==> src/rtl/decoder_pkg.sv <==
`default_nettype none
// ============================================================================
// Module      : decoder_pkg
// Description : Shared types, mode encodings and one-hot helper for the
//               binary-to-one-hot decoder / scan sequencer.
// Revision    : 1.0 - initial release
// ============================================================================
package decoder_pkg;

    // Widest select supported; onehot() is sized for this and callers
    // truncate to their own output width.
    localparam int MAX_SEL_W = 6;
    localparam int MAX_OUT_W = 1 << MAX_SEL_W;

    localparam logic MODE_DECODE = 1'b0;
    localparam logic MODE_SCAN   = 1'b1;

    typedef enum logic [1:0] {
        IDLE   = 2'd0,
        DECODE = 2'd1,
        SCAN   = 2'd2
    } state_t;

    function automatic logic [MAX_OUT_W-1:0] onehot(input logic [MAX_SEL_W-1:0] sel);
        logic [MAX_OUT_W-1:0] v;
        v      = '0;
        v[sel] = 1'b1;
        return v;
    endfunction

endpackage
`default_nettype wire

==> src/rtl/dwell_counter.sv <==
`default_nettype none
// ============================================================================
// Module      : dwell_counter
// Description : Loadable down-counter. While enabled it counts down to zero,
//               flags terminal count for that cycle and reloads itself.
// Revision    : 1.0 - initial release
// ============================================================================
module dwell_counter
    import decoder_pkg::*;
#(
    parameter int DWELL_W = 8
) (
    input  logic               clk,
    input  logic               rst,
    input  logic               clr,
    input  logic               load,
    input  logic               enable,
    input  logic [DWELL_W-1:0] load_val,
    output logic               tc
);

    logic [DWELL_W-1:0] r_count;

    // Clear has priority over load; an enabled count at zero reloads so the
    // reload value is sampled exactly when the next hold period starts.
    always_ff @(posedge clk) begin
        if (rst || clr) begin
            r_count <= '0;
        end else if (load) begin
            r_count <= load_val;
        end else if (enable) begin
            if (r_count == '0) begin
                r_count <= load_val;
            end else begin
                r_count <= r_count - DWELL_W'(1);
            end
        end
    end

    assign tc = enable && (r_count == '0);

endmodule
`default_nettype wire

==> src/rtl/decoder_scan_nto2n.sv <==
`default_nettype none
// ============================================================================
// Module      : decoder_scan_nto2n
// Description : Registered binary-to-one-hot decoder. DECODE mode decodes a
//               handshaked select word with one cycle of latency; SCAN mode
//               walks a single active line with a programmable dwell.
// Revision    : 1.0 - initial release
// ============================================================================
module decoder_scan_nto2n
    import decoder_pkg::*;
#(
    parameter int SEL_W      = 2,
    parameter int DWELL_W    = 8,
    parameter bit ACTIVE_LOW = 1'b0
) (
    input  logic                  clk,
    input  logic                  rst,
    input  logic                  en,
    input  logic                  mode,
    input  logic                  in_valid,
    output logic                  in_ready,
    input  logic [SEL_W-1:0]      in_sel,
    input  logic [DWELL_W-1:0]    dwell,
    output logic [(2**SEL_W)-1:0] out,
    output logic                  out_valid,
    input  logic                  out_ready,
    output logic [SEL_W-1:0]      cur_sel,
    output logic                  step,
    output logic                  wrap
);

    localparam int c_OUT_W = 2**SEL_W;

    state_t               r_state;
    state_t               w_next;
    logic [c_OUT_W-1:0]   r_hot;
    logic                 r_out_valid;
    logic [SEL_W-1:0]     r_cur_sel;
    logic                 r_step;
    logic                 r_wrap;

    logic [c_OUT_W-1:0]   w_sel_hot;
    logic [c_OUT_W-1:0]   w_idx_hot;
    logic [SEL_W-1:0]     w_idx_next;
    logic                 w_accept;
    logic                 w_consume;
    logic                 w_tc;
    logic                 w_scan_entry;
    logic                 w_scan_run;

    // Ready only while decoding with no mode change pending; a requested
    // switch to SCAN blocks new words so the pending one can drain.
    assign in_ready  = en && (r_state == DECODE) && (mode == MODE_DECODE)
                       && (!r_out_valid || out_ready);
    assign w_accept  = in_valid && in_ready;
    assign w_consume = r_out_valid && out_ready;

    assign w_idx_next = r_cur_sel + SEL_W'(1);
    assign w_sel_hot  = c_OUT_W'(onehot(MAX_SEL_W'(in_sel)));
    assign w_idx_hot  = c_OUT_W'(onehot(MAX_SEL_W'(w_idx_next)));

    assign w_scan_entry = (w_next == SCAN) && (r_state != SCAN);
    assign w_scan_run   = (w_next == SCAN) && (r_state == SCAN);

    // State register.
    always_ff @(posedge clk) begin
        if (rst) begin
            r_state <= IDLE;
        end else begin
            r_state <= w_next;
        end
    end

    // Next-state logic; every mode change is routed through IDLE.
    always_comb begin
        w_next = r_state;
        unique case (r_state)
            IDLE: begin
                if (en) begin
                    w_next = (mode == MODE_SCAN) ? SCAN : DECODE;
                end
            end
            DECODE: begin
                if ((mode != MODE_DECODE) && (!r_out_valid || out_ready)) begin
                    w_next = IDLE;
                end
            end
            SCAN: begin
                if (mode != MODE_SCAN) begin
                    w_next = IDLE;
                end
            end
            default: w_next = IDLE;
        endcase
        if (!en) begin
            w_next = IDLE;
        end
    end

    // Output registers, updated according to the state being entered.
    always_ff @(posedge clk) begin
        if (rst) begin
            r_hot       <= '0;
            r_out_valid <= 1'b0;
            r_cur_sel   <= '0;
            r_step      <= 1'b0;
            r_wrap      <= 1'b0;
        end else begin
            unique case (w_next)
                SCAN: begin
                    r_out_valid <= 1'b0;
                    if (w_scan_entry) begin
                        r_hot     <= c_OUT_W'(1);
                        r_cur_sel <= '0;
                        r_step    <= 1'b1;
                        r_wrap    <= 1'b1;
                    end else if (w_tc) begin
                        r_hot     <= w_idx_hot;
                        r_cur_sel <= w_idx_next;
                        r_step    <= 1'b1;
                        r_wrap    <= (w_idx_next == '0);
                    end else begin
                        r_step    <= 1'b0;
                        r_wrap    <= 1'b0;
                    end
                end
                DECODE: begin
                    r_step <= 1'b0;
                    r_wrap <= 1'b0;
                    if (w_accept) begin
                        r_hot       <= w_sel_hot;
                        r_cur_sel   <= in_sel;
                        r_out_valid <= 1'b1;
                    end else if (w_consume) begin
                        r_out_valid <= 1'b0;
                    end
                end
                default: begin
                    r_hot       <= '0;
                    r_out_valid <= 1'b0;
                    r_cur_sel   <= '0;
                    r_step      <= 1'b0;
                    r_wrap      <= 1'b0;
                end
            endcase
        end
    end

    dwell_counter #(
        .DWELL_W (DWELL_W)
    ) u_dwell_counter (
        .clk      (clk),
        .rst      (rst),
        .clr      (!(w_next == SCAN)),
        .load     (w_scan_entry),
        .enable   (w_scan_run),
        .load_val (dwell),
        .tc       (w_tc)
    );

    // Polarity is applied only at the port boundary.
    generate
        if (ACTIVE_LOW) begin : g_active_low
            assign out = ~r_hot;
        end else begin : g_active_high
            assign out = r_hot;
        end
    endgenerate

    assign out_valid = r_out_valid;
    assign cur_sel   = r_cur_sel;
    assign step      = r_step;
    assign wrap      = r_wrap;

endmodule
`default_nettype wire

==> config.mk <==
export PLATFORM = sky130hd
export DESIGN_NAME = decoder_scan_nto2n
export DESIGN_NICKNAME = d
export VERILOG_FILES = /design/src/rtl/decoder_pkg.sv /design/src/rtl/dwell_counter.sv /design/src/rtl/decoder_scan_nto2n.sv
export SDC_FILE = /design/constraint.sdc
export NUM_CORES = 1
export LEC_CHECK = 0
export BUFFER_PORTS_ARGS = -buffer_cell sky130_fd_sc_hd__buf_4
export CORE_MARGIN = 3
export CORE_UTILIZATION = 56
export DETAILED_ROUTE_END_ITERATION = 8
export GPL_ROUTABILITY_DRIVEN = 0
export PLACE_DENSITY = 0.83
export SETUP_SLACK_MARGIN = 0.4
export SLEW_MARGIN = 40
export SYNTH_ARGS = -nofsm -noshare
export SYNTH_HDL_FRONTEND = slang
export SYNTH_SLANG_ARGS = --single-unit
==> constraint.sdc <==
create_clock -name clk -period 4.36 [get_ports clk]
set_clock_uncertainty 0.05 [all_clocks]
set_input_delay 0.872 -clock clk [delete_from_list [all_inputs] [get_ports clk]]
set_output_delay 0.872 -clock clk [all_outputs]
set_load 0.01 [all_outputs]
==> impl_metrics.py <==
metrics = {
    "status": {
        "status": "finished, final reports clean",
    },
    "critical_path": {
        "cp-end-kind": "output pin",
        "rr_endpoint": "u_dwell_counter.r_count[0]$_SDFFE_PP0P_",
        "crit_arrival_ns": 1.71,
        "crit_fanout": 3,
        "reg2reg_from": "out_valid$_SDFFE_PP0P_",
        "critPathLaunch": "en",
        "crit_required_ns": 3.44,
        "ff2ff_path_depth": 7,
        "r2r_setup_slack_ns": 2.14,
        "cpMostUsedCell": "buf_4",
        "crit_type": "in -> out",
        "crit_buf_inv": 2,
        "cp_slowest_cell": "nor4b_1",
        "path_delay_family": "simple AND/OR/NAND/NOR gates",
        "cp-start-kind": "input port",
        "max_stage_delay_ns": 0.45,
        "crit_chain": "buf_4 > nand2b_1 > nor4b_1 > buf_4",
    },
    "routing": {
        "vias": 928,
        "ant_nets": 0,
        "drt_wl_total_mm": 2.23,
        "wire_per_inst_um": 13.3,
        "first_pass_iters": 5,
        "drt_iter0_drc": 15,
        "drc": 0,
        "via_per_inst": 5.52,
    },
    "timing": {
        "hold_violations": 0,
        "period_minus_slack_ns": 2.63,
        "slew_viol_final": 0,
        "max_slew_margin_pct": 61.0,
        "post-route-period-util_pct": 60.3,
        "setup_viol": 0,
        "tns_ns": 0,
        "worst-slew-pin-transition_ns": 0.584,
        "clock.fmax_mhz": 381,
        "rsz0062_at_grt": "false",
    },
    "power": {
        "clockPowerShare_pct": 24.9,
        "ir_drop_uv": 205,
        "swShare_pct": 28.9,
        "power.switching_w": 0.000102,
        "power_density_nw_per_um2": 266,
        "p_leak_nw": 0.551,
        "pwr-share-comb_pct": 22.8,
        "pwr-share-seq_pct": 52.3,
        "p_int_w": 0.000250,
    },
    "placed_design": {
        "io_buffers": 25,
        "place_inst": 164,
        "dpl_cell_area_um2": 1290,
        "dp_hpwl_mm": 1.67,
    },
    "global_routing": {
        "grt_pass1_wl_mm": 3.54,
        "grt_use_total_pct": 17.8,
        "antenna_found_initial": 0,
        "grt_pass1_vias": 869,
        "grt_max_degree": 16,
        "grt_overflow": 0,
    },
    "yosys": {
        "seq_area_frac_synth_pct": 34.7,
        "synth_top_area_share_pct": 34.7,
        "synth_edf_count": 0,
        "ys_async_sr_fraction_pct": 0,
        "synth_flop_cell": "dfxtp_1",
        "syn_inst": 117,
        "yosysUniqueCellTypes": 34,
        "synth_area_per_cell_um2": 9.36,
        "syn-num-nets": 141,
        "ys_ff_latch": 19,
        "yosys.area.top_type": "dfxtp_1",
        "syn_area_um2": 1090,
        "synth_common_cells": "dfxtp_1, nor2_1, ha_1, inv_1",
        "yosysMostFrequentCell": "dfxtp_1",
        "synth_area_leaders": "dfxtp_1, ha_1, a211oi_2",
        "ys_warn_count": 0,
    },
    "layout": {
        "multiInputGateArea_um2": 666,
        "diodes": 0,
        "drive_gt1_share_pct": 28.7,
        "syn2layout_area_growth_pct": 20.8,
        "fillers": 132,
        "layoutNonFillerInstCount": 168,
        "fin_area_um2": 1320,
        "final_nets": 168,
        "seqCellArea_um2": 380,
    },
    "hold_path": {
        "hold_path_depth": 2,
        "holdPathEnd": "out[3]$_SDFFE_PP0P_",
        "min_path_type": "reg -> reg",
        "hold_start": "out[3]$_SDFFE_PP0P_",
    },
    "job": {
        "drv_cap": 0,
    },
    "clock_tree": {
        "cts_tree": "built",
        "cts_resized": 0,
        "cts_hold_buffers": 0,
        "cts_inserted_buffers": 3,
        "cts_root_buffer": "clkbuf_4",
        "post_cts_buffers": 0,
        "clockBufferDepth": 2,
        "clk_latency_ns": 0.30,
        "path_clk_slew_ns": 0.11,
        "htree_levels": 1,
        "cts.sinks": 19,
    },
    "floorplanning": {
        "fp.coreArea_um2": 1780,
        "rows": 15,
        "start_util_pct": 61.4,
        "fp.dieArea_um2": 2520,
        "die_width_um": 50.2,
        "die-height_um": 50.2,
        "ios": 26,
    },
}
cell usage in the layout, fill, tap and decap left out:
| cell | synthesis | final |
|---|---|---|
| xnor2_1 | 3 | 3 |
| dfxtp_1 | 19 | 19 |
| and2_2 | 1 | 1 |
| o21ai_0 | 6 | 6 |
| a21o_1 | 1 | 1 |
| and3b_1 | 1 | 1 |
| o2111ai_1 | 1 | 1 |
| nor2b_1 | 1 | 1 |
| nor2_1 | 14 | 14 |
| or2_2 | 1 | 1 |
| o2bb2ai_1 | 2 | 2 |
| nor4b_1 | 1 | 1 |
| nor3_1 | 2 | 2 |
| inv_1 | 8 | 8 |
| nand2_1 | 7 | 7 |
| ha_1 | 8 | 8 |
| nor4_4 | 1 | 1 |
| clkinv_2 | 0 | 1 |
| nand4_1 | 5 | 5 |
| a32o_1 | 1 | 1 |
| buf_4 | 0 | 25 |
| a32oi_4 | 1 | 1 |
| nor3b_1 | 3 | 3 |
| a211oi_2 | 6 | 6 |
| o21a_1 | 2 | 2 |
| a21oi_1 | 1 | 1 |
| xor2_1 | 3 | 3 |
| clkbuf_4 | 0 | 3 |
| a31o_2 | 1 | 1 |
| nand2b_1 | 7 | 7 |
| mux2i_1 | 2 | 2 |
| o31ai_2 | 1 | 1 |
| nand3b_1 | 2 | 2 |
| o31ai_1 | 2 | 2 |
registers in the layout, indices dropped and copies added, names as in the netlist:
register	cells
u_dwell_counter.r_count	8
out	4
r_state	2
cur_sel	2
step	1
wrap	1
out_valid	1
how the worst max path moves through the flow:
stage,end,cells after the start,slack (ns)
6_report,in_ready,4,1.73
5_1_grt,in_ready,4,1.73
4_1_cts,in_ready,4,1.75
3_5_place_dp,u_dwell_counter.r_count[0]$_SDFFE_PP0P_,8,1.51
3_3_place_gp,u_dwell_counter.r_count[0]$_SDFFE_PP0P_,8,1.62
2_1_floorplan,u_dwell_counter.r_count[2]$_SDFFE_PP0P_,8,1.93
power groups by stage:
stage | clock [W] | combinational (W) | sequential [W]
5_1_grt | 0.0000953 | 0.0000874 | 0.000185
4_1_cts | 0.0000899 | 0.0000806 | 0.000184
2_1_floorplan | 0 | 0.0000605 | 0.000188
6_report | 0.0000875 | 0.0000800 | 0.000184
3_3_place_gp | 0 | 0.0000775 | 0.000187
3_5_place_dp | 0 | 0.0000799 | 0.000188
logic make-up (layout without fill, tap and decap cells):
kind of cell / Yosys count / after routing / synth area share, %
buf+inv: 11 / 37 / 4.46
flops: 19 / 19 / 34.7
mux: 2 / 2 / 1.83
fa+ha+maj: 8 / 8 / 9.14
xor+xnor: 6 / 6 / 4.80
compound gates: 25 / 25 / 21.3
simple gates: 46 / 46 / 23.8
metal layers:
layer / share of wire (%) / wire (um) / GRT usage [%]
met1: 44 / 980 / 21.0
met2: 51 / 1130 / 32.2
met3: 4.5 / 100 / 2.97
met4: 0.90 / 20 / 5.53
met5: 0 / 0 / 0
per-stage QoR:
step                hold slack, ns  setup slack [ns]  total power, W  util (%)
CTS                          0.444              1.75        0.000354      74.2
finish                       0.440              1.73        0.000352      74.2
global route                 0.471              1.73        0.000367      74.2
floorplan                    0.443              1.93        0.000248         -
detailed placement           0.421              1.51        0.000268      72.6
global placement             0.417              1.62        0.000265      72.6
worst reg2reg max path, delay by kind of cell, from the launching register on:
family | cells | cell delay [ns]
AO/OA/AOI/OAI | 2 | 0.74
multiplexers | 1 | 0.25
adder cells (fa/ha/maj) | 1 | 0.27
AND/OR/NAND/NOR | 3 | 0.47
flip-flops | 1 | 0.34
final cells by class:
type | instances | area share, %
sequential | 19 | 28.8
tap | 25 | 2.37
inverter | 8 | 2.27
timing repair buffer | 25 | 14.2
multi-input combinational | 87 | 50.3
clock inverter | 1 | 0.378
clock buffer | 3 | 1.70
(Power assumes the default switching activity.)
